--- src/rtl/mpeg_mv_pkg.sv ---
// Shared types and constants for the MPEG motion vector decoder.
// FSM encoding, VLC code lengths and default widths.
package mpeg_mv_pkg;

  typedef enum logic [1:0] {
    IDLE,
    DECODE,
    RECON,
    OUT
  } state_t;

  localparam int DEF_MAX_FCODE = 9;
  localparam int DEF_MV_W      = 13;
  localparam int VLC_BITS      = 11;
  localparam int MC_MAX        = 16;

  // Full code length per |motion_code|, sign bit included
  localparam logic [3:0] VLC_LEN [MC_MAX+1] = '{
    4'd1,  4'd3,  4'd4,  4'd5,
    4'd7,  4'd8,  4'd8,  4'd8,
    4'd10, 4'd10, 4'd10,
    4'd11, 4'd11, 4'd11,
    4'd11, 4'd11, 4'd11
  };

endpackage

--- src/rtl/mv_vlc_lookup.sv ---
// Combinational motion_code VLC lookup.
// Looks at the next 11 window bits and returns value, sign and length.
module mv_vlc_lookup
  import mpeg_mv_pkg::*;
(
  input  logic [VLC_BITS-1:0] bits,
  output logic                valid,
  output logic [4:0]          value,
  output logic                sign,
  output logic [3:0]          length
);

  logic [3:0] sign_pos;

  always_comb begin
    valid = 1'b1;
    value = 5'd0;
    unique casez (bits)
      11'b1??????????: value = 5'd0;
      11'b01?????????: value = 5'd1;
      11'b001????????: value = 5'd2;
      11'b0001???????: value = 5'd3;
      11'b000011?????: value = 5'd4;
      11'b0000101????: value = 5'd5;
      11'b0000100????: value = 5'd6;
      11'b0000011????: value = 5'd7;
      11'b000001011??: value = 5'd8;
      11'b000001010??: value = 5'd9;
      11'b000001001??: value = 5'd10;
      11'b0000010001?: value = 5'd11;
      11'b0000010000?: value = 5'd12;
      11'b0000001111?: value = 5'd13;
      11'b0000001110?: value = 5'd14;
      11'b0000001101?: value = 5'd15;
      11'b0000001100?: value = 5'd16;
      default:         valid = 1'b0;
    endcase
  end

  assign length   = valid ? VLC_LEN[value] : 4'd0;
  // Sign is the last bit of the code; code 0 carries none
  assign sign_pos = 4'd11 - length;
  assign sign     = valid && (value != 5'd0) && bits[sign_pos];

endmodule

--- src/rtl/motion_vector_decoder.sv ---
// MPEG motion vector decoder: VLC + residual parse,
// predictor reconstruction with range wrap, valid/ready output.
module motion_vector_decoder
  import mpeg_mv_pkg::*;
#(
  parameter int NUM_COMP  = 2,
  parameter int MAX_FCODE = DEF_MAX_FCODE,
  parameter int MV_W      = DEF_MV_W,
  parameter int BUF_W     = 20
) (
  input  logic                     clk,
  input  logic                     rst,
  input  logic                     start,
  input  logic [3:0]               f_code,
  input  logic                     pmv_clear,
  input  logic [BUF_W-1:0]         buf_data,
  input  logic                     buf_valid,
  output logic [4:0]               shift,
  output logic                     shift_valid,
  output logic [NUM_COMP*MV_W-1:0] mv_out,
  output logic                     mv_valid,
  input  logic                     mv_ready,
  output logic                     busy,
  output logic                     error
);

  localparam int KW = (NUM_COMP > 1) ? $clog2(NUM_COMP) : 1;
  localparam int XW = MV_W + 3;
  localparam logic [KW-1:0] KLAST = KW'(NUM_COMP - 1);
  localparam logic [3:0] MAXF = 4'(MAX_FCODE);

  state_t state;
  logic [3:0] r_size;
  logic [KW-1:0] k;
  logic [4:0] mc;
  logic mc_neg;
  logic [7:0] res;
  logic signed [MV_W-1:0] pmv [NUM_COMP];

  logic vlc_valid;
  logic [4:0] vlc_value;
  logic vlc_sign;
  logic [3:0] vlc_len;

  mv_vlc_lookup u_vlc (
    .bits   (buf_data[BUF_W-1 -: VLC_BITS]),
    .valid  (vlc_valid),
    .value  (vlc_value),
    .sign   (vlc_sign),
    .length (vlc_len)
  );

  logic has_res;
  logic dec_ok;
  logic [BUF_W-1:0] after_vlc;
  logic [7:0] top8;
  logic [7:0] res_val;

  assign has_res   = (r_size != 4'd0) && (vlc_value != 5'd0);
  assign dec_ok    = (state == DECODE) && buf_valid && vlc_valid;
  assign after_vlc = buf_data << vlc_len;
  assign top8      = after_vlc[BUF_W-1 -: 8];
  assign res_val   = top8 >> (4'd8 - r_size);

  assign shift_valid = dec_ok;
  assign shift = dec_ok
    ? 5'(vlc_len) + (has_res ? 5'(r_size) : 5'd0)
    : 5'd0;
  assign busy = (state != IDLE);

  logic [XW-1:0] mag;
  logic signed [XW-1:0] delta, pred, v, lim, span, vw;
  logic signed [MV_W-1:0] new_mv;

  always_comb begin
    mag   = ((XW'(mc) - XW'(1)) << r_size) + XW'(res) + XW'(1);
    delta = '0;
    if (mc != 5'd0)
      delta = mc_neg ? -$signed(mag) : $signed(mag);
    pred = {{(XW-MV_W){pmv[k][MV_W-1]}}, pmv[k]};
    v    = pred + delta;
    lim  = $signed(XW'(16) << r_size);
    span = lim <<< 1;
    vw   = v;
    if (v > lim - XW'(1))
      vw = v - span;
    else if (v < -lim)
      vw = v + span;
  end

  assign new_mv = vw[MV_W-1:0];

  always_ff @(posedge clk or negedge rst) begin
    if (!rst) begin
      state    <= IDLE;
      r_size   <= '0;
      k        <= '0;
      mc       <= '0;
      mc_neg   <= 1'b0;
      res      <= '0;
      mv_out   <= '0;
      mv_valid <= 1'b0;
      error    <= 1'b0;
      for (int i = 0; i < NUM_COMP; i++)
        pmv[i] <= '0;
    end else begin
      unique case (state)
        IDLE: begin
          if (pmv_clear)
            for (int i = 0; i < NUM_COMP; i++)
              pmv[i] <= '0;
          if (start) begin
            if (f_code == 4'd0 || f_code > MAXF) begin
              error <= 1'b1;
            end else begin
              error  <= 1'b0;
              r_size <= f_code - 4'd1;
              k      <= '0;
              state  <= DECODE;
            end
          end
        end
        DECODE: begin
          if (buf_valid) begin
            if (vlc_valid) begin
              mc     <= vlc_value;
              mc_neg <= vlc_sign;
              res    <= has_res ? res_val : 8'd0;
              state  <= RECON;
            end else begin
              error <= 1'b1;
              state <= IDLE;
            end
          end
        end
        RECON: begin
          pmv[k] <= new_mv;
          for (int i = 0; i < NUM_COMP; i++)
            if (k == KW'(i))
              mv_out[i*MV_W +: MV_W] <= new_mv;
          if (k == KLAST) begin
            mv_valid <= 1'b1;
            state    <= OUT;
          end else begin
            k     <= k + KW'(1);
            state <= DECODE;
          end
        end
        OUT: begin
          if (mv_ready) begin
            mv_valid <= 1'b0;
            state    <= IDLE;
          end
        end
      endcase
    end
  end

endmodule

--- config.mk ---
export PLATFORM = sky130hd
export DESIGN_NAME = motion_vector_decoder
export DESIGN_NICKNAME = d
export VERILOG_FILES = /design/src/rtl/mpeg_mv_pkg.sv /design/src/rtl/mv_vlc_lookup.sv /design/src/rtl/motion_vector_decoder.sv
export SDC_FILE = /design/constraint.sdc
export NUM_CORES = 1
export LEC_CHECK = 0
export BUFFER_PORTS_ARGS = -buffer_cell sky130_fd_sc_hd__buf_2
export CAP_MARGIN = 40
export CORE_AREA = 10 10 149 110
export CTS_BUF_LIST = sky130_fd_sc_hd__clkbuf_8
export DETAILED_ROUTE_END_ITERATION = 6
export DIE_AREA = 0 0 159 120
export PLACE_DENSITY = 0.79
export SLEW_MARGIN = 0
export SYNTH_ARGS = -nofsm -noshare
export SYNTH_HDL_FRONTEND = slang
export SYNTH_SLANG_ARGS = --single-unit
--- constraint.sdc ---
create_clock -name clk -period 8.9 [get_ports clk]
set_input_delay 0.89 -clock clk [delete_from_list [all_inputs] [get_ports clk]]
set_output_delay 0.89 -clock clk [all_outputs]
set_load 0.05 [all_outputs]
==> impl_metrics.env, run 1 <==
export IMPL_status="complete, no violations"
export IMPL_synth_avg_cell_area_um2=7.72
export IMPL_final_common_cell="nand2_1"
export IMPL_drtIter0Drc=1128
export IMPL_drv_slew=0
export IMPL_synth_edf_count=0
export IMPL_root_buffer="clkbuf_8"
export IMPL_routed_wl_um=22200
export IMPL_critical_path_top_delay_family="simple AND/OR/NAND/NOR gates"
export IMPL_core_mm2=0.0136
export IMPL_start_kind="flip-flop"
export IMPL_cts_buffers=9
export IMPL_synthCells=1035
export IMPL_met3WireLength_um=2340
export IMPL_clock_skew_ns=0.0165
export IMPL_io_buffers=63
export IMPL_rows=36
export IMPL_relSlewSlack=0.370
export IMPL_yosys_cell_types_count=79
export IMPL_cp_max_fo=6
export IMPL_cp_common_cell="a21oi_1"
export IMPL_fillers=1164
export IMPL_critPathKind="reg2reg"
export IMPL_avgViaCountPerCell=6.17
export IMPL_fin_area_mm2=0.00894
export IMPL_synth_async_sr_flop_share=1.00
export IMPL_max_cap_violations=0
export IMPL_clkTransAtPathRegs_ns=0.10
export IMPL_first_pass_iters=5
export IMPL_top_level_ports=65
export IMPL_final_cell_mix="nand2_1, nor2_1, dfrtp_1, ha_1, o21ai_0"
export IMPL_die_h_um=120
export IMPL_layout_drive_gt1_share=0.171
export IMPL_clkSinkCount=75
export IMPL_wire_per_inst_um=17.2
export IMPL_antenna_found_initial=0
export IMPL_max_freq_mhz=117
export IMPL_grt_max_degree=40
export IMPL_start_util=0.590
export IMPL_cp_required_ns=9.12
export IMPL_grt_ovfl_total=0
export IMPL_dieArea_mm2=0.0191
export IMPL_hold_violations=0
export IMPL_wl_met2_um=9100
export IMPL_grt_pass1_wl_um=36200
export IMPL_wl_met1_um=10600
export IMPL_layout_nets=1201
export IMPL_postCtsHoldBufs=0
export IMPL_whs_ns=0.476
export IMPL_rr_startpoint="mc[0]$_DFFE_PN0P_"
export IMPL_diodes=0
export IMPL_vias=7965
export IMPL_drc=0
export IMPL_routed_top_layer="met4"
export IMPL_cpPeakStageDelay_ns=0.69
export IMPL_regToRegSetupSlack_ns=0.34
export IMPL_cts_tree="done"
export IMPL_crit_arrival_ns=8.77
export IMPL_ys_ff_latch=75
export IMPL_finalSetupViolCount=0
export IMPL_ys_seq_area_frac=0.235
export IMPL_grt_util_all_layers=0.223
export IMPL_min_path_type="in2async"
export IMPL_yosys_warnings=0
export IMPL_critPathBufInv=2
export IMPL_gp_congestion=0.981
export IMPL_min_period_ns=8.56
export IMPL_r2r_cells=40
export IMPL_area_delta_synth_final_pct=11.8
export IMPL_ctsLongestPathBuffers=2
export IMPL_synth_ff_type="dfrtp_1"
export IMPL_place_area_mm2=0.00857
export IMPL_clk_latency_ns=0.37
export IMPL_post_route_period_util=0.961
export IMPL_grt_pass1_vias=7090
export IMPL_syn_area_mm2=0.00799
export IMPL_worst_slew_pin_slew_ns=0.938
export IMPL_die_w_um=159
export IMPL_slowest_stage="or4b_2"
export IMPL_htree_levels=3
export IMPL_synth_fp_nets=1141
export IMPL_end_kind="flip-flop"
export IMPL_hpwl_um=17600
export IMPL_ant_nets=0
export IMPL_rr_endpoint="mv_out[7]$_DFFE_PN0P_"
==> layout make-up <==
class                           instances  area, µm²  area share
Inverter                               56        210      0.0235
Timing Repair Buffer                   95        578      0.0647
Clock inverter                          7       81.3     0.00910
Multi-Input combinational cell        858       5830       0.652
Clock buffer                            9        124      0.0139
Sequential cell                        75       1880       0.210
Tap cell                              190        238      0.0266
==> metal layers <==
layer,up-vias,global-route usage
li1,3852,-
met1,3759,0.340
met2,334,0.313
met3,20,0.0584
met4,0,0.0277
met5,-,0
==> timing repair <==
action | in CTS | in global routing
resized for setup | 0 | 27
endpoints found under the setup margin | 0 | 32
endpoints found under the hold margin | 0 | 0
buffers inserted | 0 | 8
==> Yosys cell counts, types with 4 or more instances <==
cell / count / area share
nand2_1: 155 / 0.073
nor2_1: 84 / 0.039
dfrtp_1: 75 / 0.23
ha_1: 72 / 0.11
o21ai_0: 69 / 0.043
a21oi_1: 63 / 0.039
inv_1: 52 / 0.024
clkbuf_1: 41 / 0.019
nor3_1: 28 / 0.018
xnor2_1: 27 / 0.030
mux2i_1: 24 / 0.030
a21o_1: 23 / 0.022
and2_1: 21 / 0.016
nand3_1: 20 / 0.013
mux2_2: 19 / 0.027
xor2_1: 19 / 0.021
or2_2: 17 / 0.013
o21a_1: 13 / 0.012
nand2b_1: 12 / 0.0094
a31oi_1: 11 / 0.0086
and3_1: 11 / 0.0086
o211ai_1: 11 / 0.010
o31ai_1: 11 / 0.010
a211oi_1: 10 / 0.0094
nor2b_1: 10 / 0.0078
nor4_1: 8 / 0.0063
o21bai_1: 8 / 0.0075
or3_1: 7 / 0.0055
or4_1: 6 / 0.0056
a211o_1: 5 / 0.0055
a32oi_1: 5 / 0.0055
a221oi_1: 4 / 0.0044
a22oi_1: 4 / 0.0038
fa_1: 4 / 0.010
nand4_1: 4 / 0.0031
o2111ai_1: 4 / 0.0044
==> cells by family after synthesis <==
family | Yosys count | synth area share
AOI/OAI and AO/OA | 291 | 0.247
and+or+nand+nor | 402 | 0.240
adders and majority gates | 76 | 0.123
muxes | 43 | 0.0568
DFF | 75 | 0.235
buffers and inverters | 102 | 0.0482
xor gates and xnor gates | 46 | 0.0504
==> state kept, by name, indices dropped and copies added (netlist names) <==
register / count
mv_valid: 1
mv_out: 26
mc_neg: 1
mc: 5
pmv: 26
error: 1
res: 8
r_size: 4
state: 2
k: 1
==> metrics by stage <==
step | setup slack (ns) | utilization | TNS (ns) | std cells
2_1_floorplan | 0.747 | - | 0 | 1035
3_3_place_gp | 0.299 | 0.630 | 0 | 1264
3_5_place_dp | 0.108 | 0.632 | 0 | 1266
4_1_cts | 0.0359 | 0.647 | 0 | 1282
5_1_grt | -0.0429 | 0.659 | -0.176 | 1290
6_report | 0.343 | 0.659 | 0 | 1290
==> worst max-delay path by stage <==
stage                           start                    end  slack (ns)  cells after the start
finish              mc[0]$_DFFE_PN0P_  mv_out[7]$_DFFE_PN0P_        0.34                     40
global route        mc[0]$_DFFE_PN0P_     pmv[7]$_DFFE_PN0P_       -0.04                     40
CTS                 mc[0]$_DFFE_PN0P_  mv_out[7]$_DFFE_PN0P_        0.04                     41
detailed placement  mc[0]$_DFFE_PN0P_  mv_out[7]$_DFFE_PN0P_        0.11                     42
global placement    mc[0]$_DFFE_PN0P_    pmv[20]$_DFFE_PN0P_        0.30                     40
floorplan           mc[0]$_DFFE_PN0P_     pmv[7]$_DFFE_PN0P_        0.75                     38
Power of run 1 is left out: the tool's default activity adds up to more than one toggle a clock period on the data nets, which glitch-free logic cannot reach.
==> inputs of run 2 (changes only) <==
ABC_AREA = 1   (was default)
CORE_AREA = 10 10 151 111   (was 10 10 149 110)
DIE_AREA = 0 0 161 121   (was 0 0 159 120)
==> run 2 against run 1 <==
Against the previous run:
- critical path depth grew 4
- design area shrank 0.62%
- maximum frequency grew 8.8%
- non-clock buffer count shrank 28
- register-to-register slack gained 0.70 ns
- wire length grew 2.6%
- core utilization shrank 1.5 points
- final cell count grew 19%
- global-route usage grew 1.4 points
==> impl_metrics.env, run 2 <==
export IMPL_postCtsHoldBufs=0
export IMPL_start_util=0.597
export IMPL_place_ws_ns=1.34
export IMPL_postCtsSetupBuffers=0
export IMPL_rows=36
export IMPL_clkTransAtPathRegs_ns=0.10
export IMPL_routed_wl_um=22800
export IMPL_grt_ovfl_total=0
export IMPL_ys_seq_area_frac=0.228
export IMPL_layout_drive_gt1_share=0.117
export IMPL_io_buffers=63
export IMPL_clock_skew_ns=0.0127
export IMPL_final_common_cell="nand2_1"
export IMPL_cp_required_ns=9.21
export IMPL_place_area_mm2=0.00869
export IMPL_status="complete, no violations"
export IMPL_antenna_found_initial=0
export IMPL_synth_fp_nets=1391
export IMPL_placed_cells=1515
export IMPL_reg_top3="mv_out x26, pmv x26, res x8"
export IMPL_die_h_um=121
export IMPL_grt_util_all_layers=0.238
export IMPL_min_period_ns=7.86
export IMPL_fin_cells=1531
export IMPL_synth_top_area_frac=0.228
export IMPL_setup_ws_ns=1.04
export IMPL_syn_area_mm2=0.00823
export IMPL_post_route_period_util=0.883
export IMPL_first_pass_iters=5
export IMPL_cpPeakStageDelay_ns=0.53
export IMPL_clk_latency_ns=0.37
export IMPL_grt_max_degree=61
export IMPL_ys_top_cells_by_area="dfrtp_1, nand2_1, ha_1"
export IMPL_end_kind="flip-flop"
export IMPL_vias=8492
export IMPL_relSlewSlack=0.455
export IMPL_wire_per_inst_um=14.9
export IMPL_core_mm2=0.0138
export IMPL_ant_nets=0
export IMPL_yosys_top_cells_count="nand2_1, nand3_1, inv_1, nor2_1, dfrtp_1"
export IMPL_start_kind="flip-flop"
export IMPL_crit_arrival_ns=8.17
export IMPL_min_path_type="in2async"
export IMPL_avgViaCountPerCell=5.55
export IMPL_post_cts_resized=0
export IMPL_htree_levels=3
export IMPL_area_delta_synth_final_pct=7.97
export IMPL_grt_pass1_vias=7946
export IMPL_die_w_um=161
export IMPL_drtIter0Drc=959
export IMPL_yosys_cell_types_count=47
export IMPL_cp_max_fo=13
export IMPL_root_buffer="clkbuf_8"
export IMPL_cts_buffers=9
export IMPL_critPathKind="reg2reg"
export IMPL_ys_ff_latch=75
export IMPL_diodes=0
export IMPL_slowest_stage="nand4_1"
export IMPL_ctsLongestPathBuffers=2
export IMPL_grt_setup_unrepaired="false"
export IMPL_yosysTopAreaCell="dfrtp_1"
export IMPL_grt_pass1_wl_um=39200
export IMPL_synth_edf_count=0
export IMPL_synth_async_sr_flop_share=1.00
export IMPL_finalSetupViolCount=0
export IMPL_fin_area_mm2=0.00888
export IMPL_cp_common_cell="nand2_1"
export IMPL_synth_most_common_cell="nand2_1"
export IMPL_yosys_warnings=0
export IMPL_drc=0
export IMPL_synthCells=1285
export IMPL_drv_slew=0
export IMPL_worst_slew_pin_slew_ns=0.816
export IMPL_hpwl_um=18400
export IMPL_r2r_cells=44
export IMPL_gp_congestion=0.980
export IMPL_clkSinkCount=75
export IMPL_final_cell_mix="nand2_1, nand3_1, inv_1, nor2_1, dfrtp_1"
export IMPL_max_cap_violations=0
export IMPL_fillers=1305
export IMPL_synth_avg_cell_area_um2=6.40
export IMPL_synth_ff_type="dfrtp_1"
export IMPL_max_freq_mhz=127
export IMPL_cts_tree="done"
export IMPL_hold_violations=0
export IMPL_dieArea_mm2=0.0195
export IMPL_layout_nets=1442
export IMPL_top_level_ports=65
export IMPL_timing_setup_tns_ns=0
## run 2: cell types whose count changed after synthesis, moves of 19 or more
cell | before | now
and2_1 | 21 | 0
clkbuf_1 | 41 | 12
inv_1 | 52 | 146
mux2_2 | 19 | 0
mux2i_1 | 24 | 0
nand2_1 | 155 | 375
nand3_1 | 20 | 170
nor2_1 | 84 | 103
xnor2_1 | 27 | 7
## run 2: cells by family (layout without fill, tap and decap cells)
family,after synthesis,in the layout,share of synthesized area
AO/OA/AOI/OAI,158,158,0.109
adder cells (fa/ha/maj),76,76,0.119
AND/OR/NAND/NOR,740,740,0.402
buffers and inverters,193,249,0.0941
XOR/XNOR,43,43,0.0476
flip-flops,75,75,0.228
## run 2: final timing paths
check	from	end	slack (ns)
hold reg to reg	mv_out[14]$_DFFE_PN0P_	mv_out[14]$_DFFE_PN0P_	0.47
setup reg to reg	mc[0]$_DFFE_PN0P_	mv_out[19]$_DFFE_PN0P_	1.04
setup / recovery	mc[0]$_DFFE_PN0P_	mv_out[19]$_DFFE_PN0P_	1.04
hold / removal	rst	res[7]$_DFFE_PN0P_	0.38
max in group asynchronous	rst	res[0]$_DFFE_PN0P_	7.96
min in group clk	mv_out[14]$_DFFE_PN0P_	mv_out[14]$_DFFE_PN0P_	0.47
## run 2: cell type report
| class | instances | area [µm²] | area share |
|---|---|---|---|
| sequential | 75 | 1880 | 0.211 |
| multi-input combinational | 1017 | 5580 | 0.628 |
| inverter | 166 | 628 | 0.0707 |
| clock inverter | 7 | 72.6 | 0.00817 |
| timing repair buffer | 67 | 368 | 0.0414 |
| clock buffer | 9 | 124 | 0.0139 |
| tap | 190 | 238 | 0.0268 |
## run 2: worst max-delay path: cells and delay by family, from the launching register on
family                     cells  cell delay, ns
buffers and inverters          2            0.18
and+or+nand+nor               24            3.59
adders and majority gates      4            1.18
xor gates and xnor gates       2            0.36
DFF                            1            0.42
AOI/OAI and AO/OA             12            2.04
## run 2: layer usage
| metal | GRT usage | vias to the layer above | share of wire |
|---|---|---|---|
| li1 | - | 4284 | - |
| met1 | 0.363 | 3792 | 0.50 |
| met2 | 0.335 | 391 | 0.39 |
| met3 | 0.0508 | 25 | 0.10 |
| met4 | 0.0397 | 0 | 0.0080 |
| met5 | 0 | - | 0 |
## run 2: through the flow
stage / hold WS, ns / util
2_1_floorplan: 0.442 / -
3_3_place_gp: 0.452 / 0.627
3_5_place_dp: 0.455 / 0.630
4_1_cts: 0.384 / 0.645
5_1_grt: 0.381 / 0.645
6_report: 0.380 / 0.645
Power of run 2 is left out for the same reason.
